File: src/rtl/recorder_core.sv
// recorder_core: record/play/pause/stop sequencer driving SRAM and DAC at the sample rate
// Ports: i_clk, i_rst_n (async active-low); i_input_event {code,mode,speed,interp,rsvd};
//        i_sample_tick frame strobe; i_adc_data record sample; i_sram_rdata (cycle after rd);
//        o_sram_addr/o_sram_wdata/o_sram_we/o_sram_rd SRAM port; o_dac_data playback sample;
//        o_stop_signal active-low end pulse; o_state FSM state; o_rec_len recorded length.
// Define RECORDER_SLOW_INTERP_EN to enable linear interpolation in SLOW playback.
module recorder_core #(
    parameter int ADDR_W   = 20,
    parameter int MAX_ADDR = 2**ADDR_W - 1
) (
    input  logic              i_clk,
    input  logic              i_rst_n,
    input  logic [15:0]       i_input_event,
    input  logic              i_sample_tick,
    input  logic [15:0]       i_adc_data,
    input  logic [15:0]       i_sram_rdata,
    output logic [ADDR_W-1:0] o_sram_addr,
    output logic [15:0]       o_sram_wdata,
    output logic              o_sram_we,
    output logic              o_sram_rd,
    output logic [15:0]       o_dac_data,
    output logic              o_stop_signal,
    output logic [1:0]        o_state,
    output logic [ADDR_W:0]   o_rec_len
);
    localparam logic [3:0] REC_STOP = 4'd0, REC_PLAY = 4'd1, REC_PAUSE = 4'd2, REC_RECORD = 4'd3;
    localparam logic [1:0] REC_FAST = 2'd1, REC_SLOW = 2'd2;
    localparam logic [ADDR_W:0] ONE = (ADDR_W+1)'(1);
    localparam logic [ADDR_W:0] FULL_LEN = (ADDR_W+1)'(MAX_ADDR) + ONE;

    typedef enum logic [1:0] {IDLE = 2'd0, RECORD = 2'd1, PLAY = 2'd2, PAUSE = 2'd3} state_e;

    state_e state_q, state_d;
    logic [3:0] code, speed, sp, code_q, speed_q, slow_q, slow_d, k_q, k_d, sp_q, sp_d;
    logic [1:0] mode, mode_q;
    logic [ADDR_W:0] addr_q, addr_d, rec_len_q, rec_len_d, adv_addr;
    logic [ADDR_W-1:0] nxt_addr_q, nxt_addr_d;
    logic [15:0] dac_q, dac_d, prev_q, prev_d, nxt, ip_val;
    logic cmd, is_stop, is_play, is_pause, is_rec, tick, busy, play_tick, rd2, full, last;
    logic slow_wrap, ip_en, act, unused_rsvd;
    logic stop_q, stop_d, rd1_q, rd1_d, fin1_q, fin1_d, done_q, done_d, ip1_q, ip1_d;
    logic rd2_q, rd2_d, fin2_q, fin2_d, has_nxt_q, has_nxt_d;
    logic signed [16:0] diff;
    logic signed [21:0] quo;
    logic signed [17:0] sum;

    assign code  = i_input_event[15:12];
    assign mode  = i_input_event[11:10] == 2'd3 ? 2'd0 : i_input_event[11:10];
    assign speed = i_input_event[9:6];
    assign sp    = speed == 4'd0 ? 4'd1 : speed;
    // Only a change to a defined code counts as a command; it also swallows a coincident tick.
    assign cmd      = code != code_q && code[3:2] == 2'd0;
    assign is_stop  = cmd && code == REC_STOP;
    assign is_play  = cmd && code == REC_PLAY;
    assign is_pause = cmd && code == REC_PAUSE;
    assign is_rec   = cmd && code == REC_RECORD;
    assign tick     = i_sample_tick && !cmd;
    // Ticks are ignored while the final read drains or while the interpolation read is in flight.
    assign busy      = fin1_q || fin2_q || done_q || (rd1_q && ip1_q);
    assign play_tick = state_q == PLAY && tick && !busy;
    assign full      = addr_q[ADDR_W-1:0] == ADDR_W'(MAX_ADDR);
    assign slow_wrap = slow_q >= sp - 4'd1;
    assign adv_addr  = mode == REC_FAST ? addr_q + (ADDR_W+1)'(sp) :
                       mode == REC_SLOW && !slow_wrap ? addr_q : addr_q + ONE;
    assign last      = adv_addr >= rec_len_q;
`ifdef RECORDER_SLOW_INTERP_EN
    assign ip_en = mode == REC_SLOW && i_input_event[5];
`else
    assign ip_en = 1'b0;
`endif
    assign unused_rsvd = ^i_input_event[5:0];

    // Interpolated sample: prev + (next-prev)*k/speed, truncated toward zero and saturated.
    assign nxt    = has_nxt_q ? i_sram_rdata : prev_q;
    assign diff   = 17'(signed'(nxt)) - 17'(signed'(prev_q));
    assign quo    = 22'(diff) * 22'(signed'({1'b0, k_q})) / 22'(signed'({1'b0, sp_q}));
    assign sum    = 18'(signed'(prev_q)) + 18'(quo);
    assign ip_val = sum > 18'sd32767 ? 16'h7fff : sum < -18'sd32768 ? 16'h8000 : sum[15:0];

    always_ff @(posedge i_clk or negedge i_rst_n) begin
        if (!i_rst_n) state_q <= IDLE;
        else state_q <= state_d;
    end

    always_comb begin
        state_d = state_q;
        case (state_q)
            IDLE:    state_d = is_rec ? RECORD : is_play && rec_len_q != '0 ? PLAY : IDLE;
            RECORD:  state_d = is_stop || (tick && full) ? IDLE : RECORD;
            PLAY:    state_d = is_stop || done_q ? IDLE : is_pause ? PAUSE : PLAY;
            default: state_d = is_stop || done_q ? IDLE : is_play ? PLAY : PAUSE;
        endcase
    end

    always_comb begin
        o_sram_we    = state_q == RECORD && tick;
        rd2          = state_q == PLAY && rd1_q && ip1_q && has_nxt_q;
        o_sram_rd    = play_tick || rd2;
        o_sram_addr  = rd2 ? nxt_addr_q : addr_q[ADDR_W-1:0];
        o_sram_wdata = o_sram_we ? i_adc_data : '0;
    end

    always_comb begin
        addr_d    = addr_q;
        rec_len_d = rec_len_q;
        slow_d    = slow_q;
        if (state_q == IDLE && (is_rec || is_play)) begin
            addr_d = '0;
            slow_d = '0;
        end
        if (state_q == IDLE && is_rec) rec_len_d = '0;
        if (state_q == RECORD && is_stop) rec_len_d = addr_q;
        if (o_sram_we) begin
            addr_d    = addr_q + ONE;
            rec_len_d = full ? FULL_LEN : rec_len_q;
        end
        if (play_tick) begin
            addr_d = adv_addr;
            slow_d = mode == REC_SLOW && !slow_wrap ? slow_q + 4'd1 : 4'd0;
        end
        if (mode != mode_q || speed != speed_q) slow_d = '0;
        act        = state_d == PLAY || state_d == PAUSE;
        rd1_d      = play_tick;
        fin1_d     = play_tick && last;
        ip1_d      = play_tick && ip_en;
        k_d        = play_tick ? slow_q : k_q;
        sp_d       = play_tick ? sp : sp_q;
        nxt_addr_d = play_tick ? addr_q[ADDR_W-1:0] + ADDR_W'(1) : nxt_addr_q;
        has_nxt_d  = play_tick ? addr_q + ONE < rec_len_q : has_nxt_q;
        prev_d     = rd1_q ? i_sram_rdata : prev_q;
        rd2_d      = rd1_q && ip1_q && act;
        fin2_d     = fin1_q && ip1_q && act;
        // The end pulse coincides with the final sample reaching the DAC.
        done_d     = act && ((rd1_q && fin1_q && !ip1_q) || (rd2_q && fin2_q));
        stop_d     = !(done_d || (o_sram_we && full) || (state_q == IDLE && is_play && rec_len_q == '0));
        dac_d      = !act ? '0 : rd2_q ? ip_val : rd1_q && !ip1_q ? i_sram_rdata : dac_q;
    end

    always_ff @(posedge i_clk or negedge i_rst_n) begin
        if (!i_rst_n) begin
            code_q     <= '0;
            mode_q     <= '0;
            speed_q    <= '0;
            addr_q     <= '0;
            rec_len_q  <= '0;
            slow_q     <= '0;
            dac_q      <= '0;
            stop_q     <= 1'b1;
            rd1_q      <= 1'b0;
            fin1_q     <= 1'b0;
            ip1_q      <= 1'b0;
            rd2_q      <= 1'b0;
            fin2_q     <= 1'b0;
            done_q     <= 1'b0;
            k_q        <= '0;
            sp_q       <= '0;
            nxt_addr_q <= '0;
            has_nxt_q  <= 1'b0;
            prev_q     <= '0;
        end else begin
            code_q     <= code;
            mode_q     <= mode;
            speed_q    <= speed;
            addr_q     <= addr_d;
            rec_len_q  <= rec_len_d;
            slow_q     <= slow_d;
            dac_q      <= dac_d;
            stop_q     <= stop_d;
            rd1_q      <= rd1_d;
            fin1_q     <= fin1_d;
            ip1_q      <= ip1_d;
            rd2_q      <= rd2_d;
            fin2_q     <= fin2_d;
            done_q     <= done_d;
            k_q        <= k_d;
            sp_q       <= sp_d;
            nxt_addr_q <= nxt_addr_d;
            has_nxt_q  <= has_nxt_d;
            prev_q     <= prev_d;
        end
    end

    assign o_dac_data    = dac_q;
    assign o_stop_signal = stop_q;
    assign o_state       = state_q;
    assign o_rec_len     = rec_len_q;
endmodule

File: config.mk
export PLATFORM = sky130hd
export DESIGN_NAME = recorder_core
export DESIGN_NICKNAME = d
export VERILOG_FILES = /design/src/rtl/recorder_core.sv
export SDC_FILE = /design/constraint.sdc
export NUM_CORES = 1
export LEC_CHECK = 0
export CAP_MARGIN = 20
export CORE_ASPECT_RATIO = 0.9
export CORE_UTILIZATION = 54
export CTS_CLUSTER_SIZE = 24
export DETAILED_ROUTE_END_ITERATION = 8
export MAX_ROUTING_LAYER = met4
export PLACE_DENSITY = 0.92
export SLEW_MARGIN = 5
export SYNTH_ARGS = -nofsm -noshare
export SYNTH_HDL_FRONTEND = slang
export SYNTH_SLANG_ARGS = --single-unit
File: constraint.sdc
create_clock -name i_clk -period 5.7 [get_ports i_clk]
set_clock_uncertainty 0.05 [all_clocks]
set_input_delay 1.14 -clock i_clk [delete_from_list [all_inputs] [get_ports i_clk]]
set_output_delay 1.14 -clock i_clk [all_outputs]
set_load 0.02 [all_outputs]
; Word level (Yosys, flattened, before mapping)
; Cells that the tools add are included.
[word_totals]
out_inout_bits = 78
word_cells = 103
ff_bits = 78
[op_classes]
add_sub_neg = 4
eq_ne = 16
magnitude_cmp = 2
muxes = 26
reduce_logical = 43
[op_table]
columns = op, n
row1 = 2-to-1 mux 21 bit, 9
row2 = 2-to-1 mux 16 bit, 3
row3 = "adder 21 x 1 -> 21 bit, second input constant", 1
row4 = adder 21 x 4 -> 21 bit, 1
row5 = >= comparator 21 bit, 1
row6 = logical AND 1 bit, 21
row7 = zero test 21 bit, 1
row8 = nonzero test 21 bit, 1
row9 = "equality test 20 bit, second input constant", 1
row10 = 2-to-1 mux 4 bit, 5
row11 = "equality test 2 bit, second input constant", 5
row12 = 2-to-1 mux 2 bit, 5
row13 = nonzero test 3 bit, 3
row14 = "equality test 4 x 2 -> 1 bit, second input constant", 2
row15 = zero test 4 bit, 2
row16 = logical OR 1 bit, 8
row17 = inequality test 4 bit, 2
row18 = one-hot mux 2 bit (3 select lines), 1
row19 = "adder 4 x 1 -> 4 bit, second input constant", 1
row20 = "equality test 2 x 1 -> 1 bit, second input constant", 2
row21 = "equality test 4 x 1 -> 1 bit, second input constant", 1
row22 = >= comparator 4 bit, 1
row23 = zero test 1 bit, 4
row24 = zero test 2 bit, 2
row25 = 5 further kinds, 8

; Depth between registers and ports, before layout
; Gate-level depths: netlist of run 1.
[logic_depth]
ltp_word = 14
ltp_mapped = 20
depth_no_buf = 19

; Least setup slack after synthesis of run 1
; Ideal clock, no wire load.
[synth_timing]
kind = input-to-reg
from = input i_input_event[7]
to = register fin1_q
setup_time_ps = 138
arrival_ps = 4290
setup_slack_ps = 1222
n_path_buf = 0
stages = 19
cell_sequence = nor3_1 > or2_2 > inv_1 > ha_1 > xnor2_1 > ha_1 > a21o_1 > a31oi_1 > o22ai_1 > a21oi_1 > nor3_1 > xor2_1 > ha_1 > a21o_1 > a21o_1 > a21oi_1 > nand2_1 > a21oi_1 > a211oi_1
[synth_between]
elab_chain_len = 10
word_cells_on_any_way = 11
cone_classes = 2 x add/sub / 2 x order compare / 3 x mux / 4 x reduce/logical
[synth_lines]
columns = element, line_no
row1 = from (decl), 13  ; input logic [15:0] i_input_event,
row2 = zero test 4 bit, 50  ; assign sp = speed == 4'd0 ? 4'd1 : speed;
row3 = 2-to-1 mux 4 bit *, 50
row4 = subtractor 4 x 1 -> 4 bit, 62  ; assign slow_wrap = slow_q >= sp - 4'd1;
row5 = >= comparator 4 bit, 62
row6 = zero test 1 bit, 64  ; mode == REC_SLOW && !slow_wrap ? addr_q : addr_q + ONE;
row7 = logical AND 1 bit, 64
row8 = 2-to-1 mux 21 bit, 64
row9 = 2-to-1 mux 21 bit *, 63  ; assign adv_addr = mode == REC_FAST ? addr_q + (ADDR_W+1)'(sp) :
row10 = >= comparator 21 bit *, 65  ; assign last = adv_addr >= rec_len_q;
row11 = logical AND 1 bit *, 124  ; fin1_d = play_tick && last;
row12 = net fin1_d, 41  ; logic stop_q, stop_d, rd1_q, rd1_d, fin1_q, fin1_d, done_q, done_d, ip1_q, ip1_d;
row13 = to (signal assigned), 170  ; fin1_q <= fin1_d;
row14 = to (decl), 41
; The timed path passes the listed nets; every way through them passes the cells marked *.
; A chain may end at the register's enable or synchronous reset.

; Final worst setup path of run 1
[layout_timing]
from = input i_input_event[8]
to = register fin1_q
; The elaborated chain is that of the path after synthesis.

==> out/metrics.cfg, run 1 <==
[placed_design]
place_ws_ns = 0.263
gp_congestion = 0.938
hpwl_um = 10300
place_area_mm2 = 0.00636
place.port_buffers = 122

[route]
wl_per_cell_um = 18.5
routed_wl_um = 14300
drc = 0
initialDrtViolationCount = 417
drt_first_pass_iters = 5
vias = 4828
avgViaCountPerCell = 6.25
drtAntennaViolNets = 0

[synth]
synth_xor_area_frac = 0.0453
ys_async_sr_fraction = 1.00
synth_warnings = 0
syn_nets = 640
syn_avg_cell_area_um2 = 9.38
syn_area_mm2 = 0.00522
synthDistinctLibCells = 66
ys_seq_elements = 78
yosysTopAreaCellShare = 0.369
synth_area_leaders = dfrtp_1 (37%), ha_1 (7.7%), mux2i_1 (4.0%), a22o_1 (3.9%), buf_4 (3.3%)
synth.largest_area_cell = dfrtp_1
synthMuxAreaShare = 0.0424
yosys.area_share.adder = 0.0806
synth_top_family_by_area = compound AO/OA/AOI/OAI gates
syn_inst = 556
ys.flop_type = dfrtp_1
synth_edf_count = 0
seq_area_frac_synth = 0.374
synth-simple-area-share = 0.159
synth-compound-area-share = 0.213

[setup_path]
worstPathArrival_ns = 5.32
worstPathRequired_ns = 5.89
cp_slowest_cell = clkdlybuf4s50_1
cp-end-kind = flop
crit_chain = clkdlybuf4s50_1, nor3_1, or2_2, ha_1, fa_1, a21o_1, a21oi_1, nor2_1, o311ai_0, xnor2_1, ha_1, a21o_1, a21o_1, a21oi_1, o2111ai_1, a21oi_1, a211oi_1
crit_path_start_kind = input port
max_stage_delay_ns = 0.62
crit_type = input port to flop
path_buf_inv = 1
path_max_fanout = 6
critPathTopFamily = compound AO/OA/AOI/OAI gates

[sta]
finalSetupViolCount = 0
slew_viol_final = 0
rsz0062_at_grt = no
fin_ws_ns = 0.570
min_period_ns = 5.13
finalHoldViolCount = 0
worst_pin_slew_ns = 0.969
max_freq_mhz = 195
fin_crit_sh = 0.900
final.setup.tns_ns = 0
maxSlewHeadroom = 0.354

[clock_network]
clk_pin_slew_worst_paths_ns = 0.09
cts_tree = built
clk_root_buffer_cell = clkbuf_8
clock_latency_ns = 0.37
post_cts_buffers = 0
cts-buffers-inserted = 9
cts_buffer_depth = 2
holdBufCountCts = 0
htreeDepth = 3
post_cts_resized = 0
cts_sinks = 78

[die]
io_pins = 129
initial_core_util = 0.564
die_w_um = 106
die_h_um = 95.3
rows = 33
die_area_mm2 = 0.0101
coreArea_mm2 = 0.00925

[global_route]
track_usage = 0.298
grt_use_met2 = 0.495
grt_pass1_vias = 4717
grt.busiest_layer = met2
grt_pass1_wl_um = 22600
antenna_found_initial = 0
grt_max_degree = 79
grt_use_met3 = 0.0465
use_met1 = 0.371
grt_remaining_overflow = 0

[layout]
nFillCells = 657
drive_above_1_share = 0.0646
mostFrequentLayoutCell = clkdlybuf4s50_1
syn_to_final_growth_pct = 25.7
finalInstanceArea_mm2 = 0.00656
fin_nets = 729
n_antenna_cell = 0
most-common-layout-cells = clkdlybuf4s50_1 (121), dfrtp_1 (77), nor2_1 (44), inv_1 (32), ha_1 (32)

[run_status]
outcome = completed

[pwr]
leakagePower_nw = 2.83
max-vdd-ir-drop_mv = 0.176
powerDensity_mw_per_mm2 = 279

[run]
maxCapViolCount = 0

[worst_hold_path]
hp-class = flop to flop

[power by group]
part           switching, mW  internal [mW]
Combinational          0.409          0.335
Sequential            0.0828          0.599
Clock                  0.236          0.166
Total                  0.728           1.10
[flip-flops by register name, indices dropped and copies added, names as in the netlist, 2 cells and up]
signal	cells
slow_q	4
o_dac_data	16
addr_q	21
o_state	2
speed_q	4
o_rec_len	21
code_q	4
mode_q	2
[worst reg2reg max path: cells and delay by family (launching register included)]
kind	cells	cell delay (ns)
AOI/OAI and AO/OA	9	1.86
adders and majority gates	3	1.01
DFF	1	0.49
xor gates and xnor gates	1	0.23
and+or+nand+nor	1	0.14
[final cells by class]
cell class              instances  area [µm²]  share of cell area
multi-input cells             388        2830               0.431
inverters                      34         128              0.0195
well taps                     122         153              0.0233
repair buffers                134        1310               0.200
clock buffers                   9         124              0.0189
flip-flops and latches         78        1950               0.298
clock inverters                 7        61.3             0.00935
[path summary, 6_finish.rpt]
kind                                       start         end  slack [ns]  depth (start not counted)
worst max register to register         addr_q[0]      fin1_q        1.79                         14
worst min-delay path                      fin1_q      done_q        0.46                          2
max in group asynchronous                i_rst_n  addr_q[19]        4.11                          1
worst min register to register            fin1_q      done_q        0.46                          2
worst max-delay path            i_input_event[8]      fin1_q        0.57                         17
min in group asynchronous                i_rst_n  speed_q[0]        0.86                          1
[layer usage]
metal	share of wire	wire, µm	vias up
li1	-	-	2190
met1	0.41	5870	2306
met2	0.47	6780	295
met3	0.091	1300	37
met4	0.023	329	0
met5	0	0	-
[cells in the mapped netlist (all sizes together), types with 4 or more instances]
| library cell | instances |
|---|---|
| a2bb2oi | 4 |
| nand2 | 23 |
| a22o | 23 |
| dfrtp | 77 |
| a21oi | 24 |
| nand4 | 10 |
| mux2i | 21 |
| o21ai | 14 |
| nor4 | 7 |
| nand3 | 11 |
| o21a | 5 |
| nor3 | 16 |
| o22a | 4 |
| xnor2 | 10 |
| nor2b | 4 |
| inv | 33 |
| and2 | 18 |
| o31a | 4 |
| a21o | 16 |
| nor2 | 44 |
| or3 | 4 |
| and3 | 4 |
| clkbuf | 20 |
| nand2b | 5 |
| a211oi | 7 |
| xor2 | 17 |
| buf | 36 |
| a31oi | 9 |
| and4 | 4 |
| ha | 32 |
| o31ai | 5 |
[cell families after synthesis]
logic type,after synthesis
AOI/OAI and AO/OA,147
DFF,78
adders and majority gates,33
muxes,22
buffers and inverters,90
and+or+nand+nor,159
xor gates and xnor gates,27
[stage by stage]
stage	power, mW	hold WS (ns)	util	instances
floorplan	1.15	0.432	-	556
global placement	1.38	0.449	0.688	755
detailed placement	1.42	0.458	0.688	755
CTS	1.82	0.468	0.708	771
global route	1.92	0.485	0.709	772
finish	1.83	0.463	0.709	772
Power figures use the tool's default switching activity.
==> run 2, diff against run 1 <==
--- a/config.mk
+++ b/config.mk
@@ -12,7 +12,7 @@
 export DETAILED_ROUTE_END_ITERATION = 8
 export MAX_ROUTING_LAYER = met4
 export PLACE_DENSITY = 0.92
-export SLEW_MARGIN = 5
+export SLEW_MARGIN = 20
 export SYNTH_ARGS = -nofsm -noshare
 export SYNTH_HDL_FRONTEND = slang
 export SYNTH_SLANG_ARGS = --single-unit
==> constraint.sdc (replaced) <==
create_clock -name i_clk -period 5.7 [get_ports i_clk]
set_clock_uncertainty 0.05 [all_clocks]
set_input_delay 1.14 -clock i_clk [delete_from_list [all_inputs] [get_ports i_clk]]
set_output_delay 1.14 -clock i_clk [all_outputs]
set_load 0.01 [all_outputs]
==> out/metrics.cfg, run 2 (synthesized netlist as in run 1, its figures left out) <==
[placed_design]
place_inst = 755  ; unchanged
place.port_buffers = 122  ; unchanged
place_area_mm2 = 0.00636  ; unchanged
hpwl_um = 10300  ; unchanged
gp_congestion = 0.938  ; unchanged

[layout]
finalInstanceArea_mm2 = 0.00655  ; was 0.00656 mm²
fin_nets = 728  ; was 729
n_antenna_cell = 0  ; unchanged
most-common-layout-cells = clkdlybuf4s50_1 (121), dfrtp_1 (77), nor2_1 (44), inv_1 (32), ha_1 (32)  ; unchanged
mostFrequentLayoutCell = clkdlybuf4s50_1  ; unchanged
multi_input_area_mm2 = 0.00283  ; about the same
layout.cells.non_filler = 771  ; was 772
final_util = 0.708  ; was 0.709
drive_above_1_share = 0.0647  ; was 0.0646
nFillCells = 656  ; was 657
seq_area_mm2 = 0.00195  ; unchanged
syn_to_final_growth_pct = 25.6  ; was 25.7%

[global_route]
antenna_found_initial = 0  ; unchanged
grt_pass1_vias = 4717  ; unchanged
grt_max_degree = 79  ; unchanged
grt_pass1_wl_um = 22600  ; unchanged
grt_remaining_overflow = 0  ; unchanged
track_usage = 0.298  ; unchanged

[worst_hold_path]
hp-class = flop to flop  ; unchanged
hold_depth = 2  ; unchanged

[setup_path]
cp-end-kind = flop  ; unchanged
worstPathArrival_ns = 5.36  ; was 5.32 ns
worstPathRequired_ns = 5.89  ; about the same
crit_path_start_kind = input port  ; unchanged
r2r_cells = 14  ; unchanged
crit_type = input port to flop  ; unchanged
path_max_fanout = 6  ; unchanged

[sta]
final.setup.tns_ns = 0  ; unchanged
fin_crit_sh = 0.907  ; was 0.900
worst_pin_slew_ns = 0.967  ; was 0.969 ns
finalHoldViolCount = 0  ; unchanged
rsz0062_at_grt = no  ; unchanged
min_period_ns = 5.17  ; was 5.13 ns
maxSlewHeadroom = 0.355  ; was 0.354
finalSetupViolCount = 0  ; unchanged
max_freq_mhz = 193  ; was 195 MHz
slew_viol_final = 0  ; unchanged

[clock_network]
clock_latency_ns = 0.37  ; about the same
cts_buffer_depth = 2  ; unchanged
cts_tree = built  ; unchanged
clk_pin_slew_worst_paths_ns = 0.09  ; about the same
post_cts_resized = 0  ; unchanged
clk_root_buffer_cell = clkbuf_8  ; unchanged
post_cts_buffers = 0  ; unchanged
cts_sinks = 78  ; unchanged
cts-buffers-inserted = 9  ; unchanged
holdBufCountCts = 0  ; unchanged
htreeDepth = 3  ; unchanged

[run_status]
outcome = completed  ; unchanged

[pwr]
leakagePower_nw = 2.82  ; was 2.83 nW
powerDensity_mw_per_mm2 = 273  ; was 279 mW/mm²
fin_total_pwr_mw = 1.79  ; was 1.83 mW
max-vdd-ir-drop_mv = 0.165  ; was 0.176 mV

[die]
die_w_um = 106  ; unchanged
coreArea_mm2 = 0.00925  ; unchanged
initial_core_util = 0.564  ; unchanged
die_area_mm2 = 0.0101  ; unchanged
die_h_um = 95.3  ; unchanged
io_pins = 129  ; unchanged
rows = 33  ; unchanged

[route]
drc = 0  ; unchanged
wl_per_cell_um = 18.6  ; was 18.5 µm
drtAntennaViolNets = 0  ; unchanged
vias = 4843  ; was 4828
avgViaCountPerCell = 6.28  ; was 6.25
routed_wl_um = 14300  ; about the same
initialDrtViolationCount = 360  ; was 417
drt_first_pass_iters = 5  ; unchanged

[run]
maxCapViolCount = 0  ; unchanged

## run 2: cell count changes in the layout (fill, tap and decap cells not counted), sizes merged
cell,delta
buf,-1
## run 2: final timing paths
check,startpoint,end,slack (ns)
worst max-delay path,i_input_event[8],fin1_q,0.53
worst min-delay path,fin1_q,done_q,0.46
worst max register to register,addr_q[0],fin1_q,1.74
worst min register to register,fin1_q,done_q,0.46
max in group asynchronous,i_rst_n,o_dac_data[14],4.11
min in group asynchronous,i_rst_n,speed_q[0],0.86
## run 2: area by class of cell
cell class | count | area share
Tap cell | 122 | 0.0233
Sequential cell | 78 | 0.298
Clock inverter | 7 | 0.00936
Clock buffer | 9 | 0.0189
Timing Repair Buffer | 133 | 0.199
Inverter | 34 | 0.0195
Multi-Input combinational cell | 388 | 0.432
## run 2: per-stage QoR
step           setup WS (ns)  hold WS, ns
2_1_floorplan           1.22        0.432
3_3_place_gp           0.363        0.449
3_5_place_dp           0.263        0.458
4_1_cts                0.621        0.468
5_1_grt                0.329        0.486
6_report               0.531        0.464
## run 2: report_power, final
group	switching [mW]	leakage, nW	total, mW	internal [mW]
Combinational	0.370	1.68	0.702	0.332
Clock	0.237	0.0888	0.404	0.166
Sequential	0.0831	1.06	0.682	0.599
## run 2: per-layer routing
layer | share of wire | GRT usage | wire [µm] | vias to the layer above
li1 | - | - | - | 2193
met1 | 0.41 | 0.371 | 5870 | 2311
met2 | 0.47 | 0.495 | 6790 | 298
met3 | 0.089 | 0.0465 | 1280 | 41
met4 | 0.026 | 0.118 | 371 | 0
met5 | 0 | - | 0 | -
## run 2: critical path: stages
cell and delay, ns:
clkdlybuf4s50_1 0.62, nor3_1 0.07, or2_2 0.30, ha_1 0.24, fa_1 0.42, a21o_1 0.19, a21oi_1 0.27, nor2_1 0.14
o311ai_0 0.53, xnor2_1 0.23, ha_1 0.30, a21o_1 0.15, a21o_1 0.17, a21oi_1 0.15, o2111ai_1 0.15, a21oi_1 0.20
a211oi_1 0.07
==> run 3, diff against run 2 <==
--- a/config.mk
+++ b/config.mk
@@ -7,11 +7,11 @@
 export LEC_CHECK = 0
 export CAP_MARGIN = 20
 export CORE_ASPECT_RATIO = 0.9
-export CORE_UTILIZATION = 54
+export CORE_UTILIZATION = 45
 export CTS_CLUSTER_SIZE = 24
 export DETAILED_ROUTE_END_ITERATION = 8
 export MAX_ROUTING_LAYER = met4
-export PLACE_DENSITY = 0.92
+export PLACE_DENSITY = 0.8
 export SLEW_MARGIN = 20
 export SYNTH_ARGS = -nofsm -noshare
 export SYNTH_HDL_FRONTEND = slang
==> out/metrics.cfg, run 3 (synthesized netlist as in run 1, its figures left out) <==
[layout]
final_util = 0.613  ; was 0.708
n_antenna_cell = 0  ; unchanged
nFillCells = 942  ; was 656
syn_to_final_growth_pct = 29.6  ; was 25.6%
most-common-layout-cells = clkdlybuf4s50_1 (121), dfrtp_1 (77), nor2_1 (44), inv_1 (32), ha_1 (32)  ; unchanged
fin_nets = 733  ; was 728
mostFrequentLayoutCell = clkdlybuf4s50_1  ; unchanged
drive_above_1_share = 0.0703  ; was 0.0647

[route]
drt_first_pass_iters = 5  ; unchanged
wl_per_cell_um = 18.0  ; was 18.6 µm
initialDrtViolationCount = 395  ; was 360
vias = 4686  ; was 4843
avgViaCountPerCell = 5.81  ; was 6.28
drc = 0  ; unchanged
routed_wl_um = 14500  ; was 14300 µm
drtAntennaViolNets = 0  ; unchanged

[pwr]
max-vdd-ir-drop_mv = 0.167  ; was 0.165 mV
powerDensity_mw_per_mm2 = 293  ; was 273 mW/mm²
leakagePower_nw = 2.91  ; was 2.82 nW
fin_total_pwr_mw = 1.98  ; was 1.79 mW

[clock_network]
cts_tree = built  ; unchanged
clk_pin_slew_worst_paths_ns = 0.06  ; was 0.09 ns
cts_buffer_depth = 2  ; unchanged
post_cts_buffers = 0  ; unchanged
htreeDepth = 3  ; unchanged
post_cts_resized = 0  ; unchanged
clk_root_buffer_cell = clkbuf_16  ; was clkbuf_8
cts-buffers-inserted = 9  ; unchanged
clock_latency_ns = 0.35  ; was 0.37 ns
holdBufCountCts = 0  ; unchanged
cts_sinks = 78  ; unchanged

[global_route]
grt_max_degree = 79  ; unchanged
grt_pass1_vias = 4696  ; was 4717
track_usage = 0.258  ; was 0.298
grt_pass1_wl_um = 23600  ; was 22600 µm
antenna_found_initial = 0  ; unchanged
grt_remaining_overflow = 0  ; unchanged

[sta]
worst_pin_slew_ns = 0.838  ; was 0.967 ns
min_period_ns = 5.26  ; was 5.17 ns
slew_viol_final = 0  ; unchanged
maxSlewHeadroom = 0.441  ; was 0.355
fin_crit_sh = 0.923  ; was 0.907
finalHoldViolCount = 0  ; unchanged
max_freq_mhz = 190  ; was 193 MHz
hold_ws_ns = 0.471  ; was 0.464 ns
rsz0062_at_grt = no  ; unchanged
final.setup.tns_ns = 0  ; unchanged
finalSetupViolCount = 0  ; unchanged

[run]
maxCapViolCount = 0  ; unchanged

[setup_path]
cp-end-kind = flop  ; unchanged
worstPathArrival_ns = 5.43  ; was 5.36 ns
reg2reg_slack_ns = 1.74  ; about the same
crit_type = input port to flop  ; unchanged
path_max_fanout = 8  ; was 6
crit_path_start_kind = input port  ; unchanged
worstPathRequired_ns = 5.87  ; was 5.89 ns

[die]
io_pins = 129  ; unchanged
rows = 36  ; was 33
die_area_mm2 = 0.0120  ; was 0.0101 mm²
initial_core_util = 0.473  ; was 0.564
die_h_um = 104  ; was 95.3 µm
die_w_um = 116  ; was 106 µm
coreArea_mm2 = 0.0110  ; was 0.00925 mm²

[placed_design]
place.port_buffers = 122  ; unchanged
hpwl_um = 10500  ; was 10300 µm
gp_congestion = 0.928  ; was 0.938

[run_status]
outcome = completed  ; unchanged

[worst_hold_path]
hp-class = flop to flop  ; unchanged

## run 3: path summary, 6_finish.rpt
check                      depth (start not counted)        startpoint       endpoint
setup / recovery                                  20  i_input_event[9]         fin1_q
hold / removal                                     2            fin1_q         done_q
setup reg to reg                                  14         addr_q[0]         fin1_q
hold reg to reg                                    2            fin1_q         done_q
max in group asynchronous                          2           i_rst_n  o_stop_signal
min in group asynchronous                          1           i_rst_n     speed_q[0]
## run 3: through the flow
step | setup WS [ns] | std cells | instance area (µm²)
2_1_floorplan | 1.22 | 556 | 5220
3_3_place_gp | 0.285 | 789 | 6430
3_5_place_dp | 0.201 | 789 | 6430
4_1_cts | 0.540 | 805 | 6740
5_1_grt | 0.225 | 806 | 6760
6_report | 0.438 | 806 | 6760
## run 3: area by class of cell
| class | count | area (µm²) | area share |
|---|---|---|---|
| well taps | 152 | 190 | 0.0281 |
| clock inverters | 7 | 78.8 | 0.0117 |
| multi-input cells | 388 | 2830 | 0.418 |
| inverters | 34 | 128 | 0.0189 |
| repair buffers | 138 | 1360 | 0.201 |
| clock buffers | 9 | 225 | 0.0333 |
| flip-flops and latches | 78 | 1950 | 0.289 |
## run 3: routing by layer
metal | part of all wire | track usage
met5 | 0 | -
met4 | 0.025 | 0.0937
met3 | 0.076 | 0.0530
met2 | 0.46 | 0.408
met1 | 0.43 | 0.326
## run 3: report_power, final
part           switching (mW)  internal, mW  total [mW]  leakage (nW)
sequential             0.0828         0.600       0.682          1.06
clock                   0.247         0.344       0.591         0.144
combinational           0.372         0.339       0.710          1.71
total                   0.701          1.28        1.98          2.91
## run 3: critical path, cell delays in order
cell             delay [ns]
clkdlybuf4s50_1        0.59
nor3_1                 0.08
or2_2                  0.30
inv_1                  0.10
ha_1                   0.16
xnor2_1                0.12
ha_1                   0.26
a21o_1                 0.18
a31oi_1                0.38
o22ai_1                0.28
a21oi_1                0.18
buf_4                  0.19
xnor2_1                0.13
ha_1                   0.26
a21o_1                 0.16
a21o_1                 0.17
a21oi_1                0.23
o2111ai_1              0.20
a21oi_1                0.23
a211oi_1               0.08
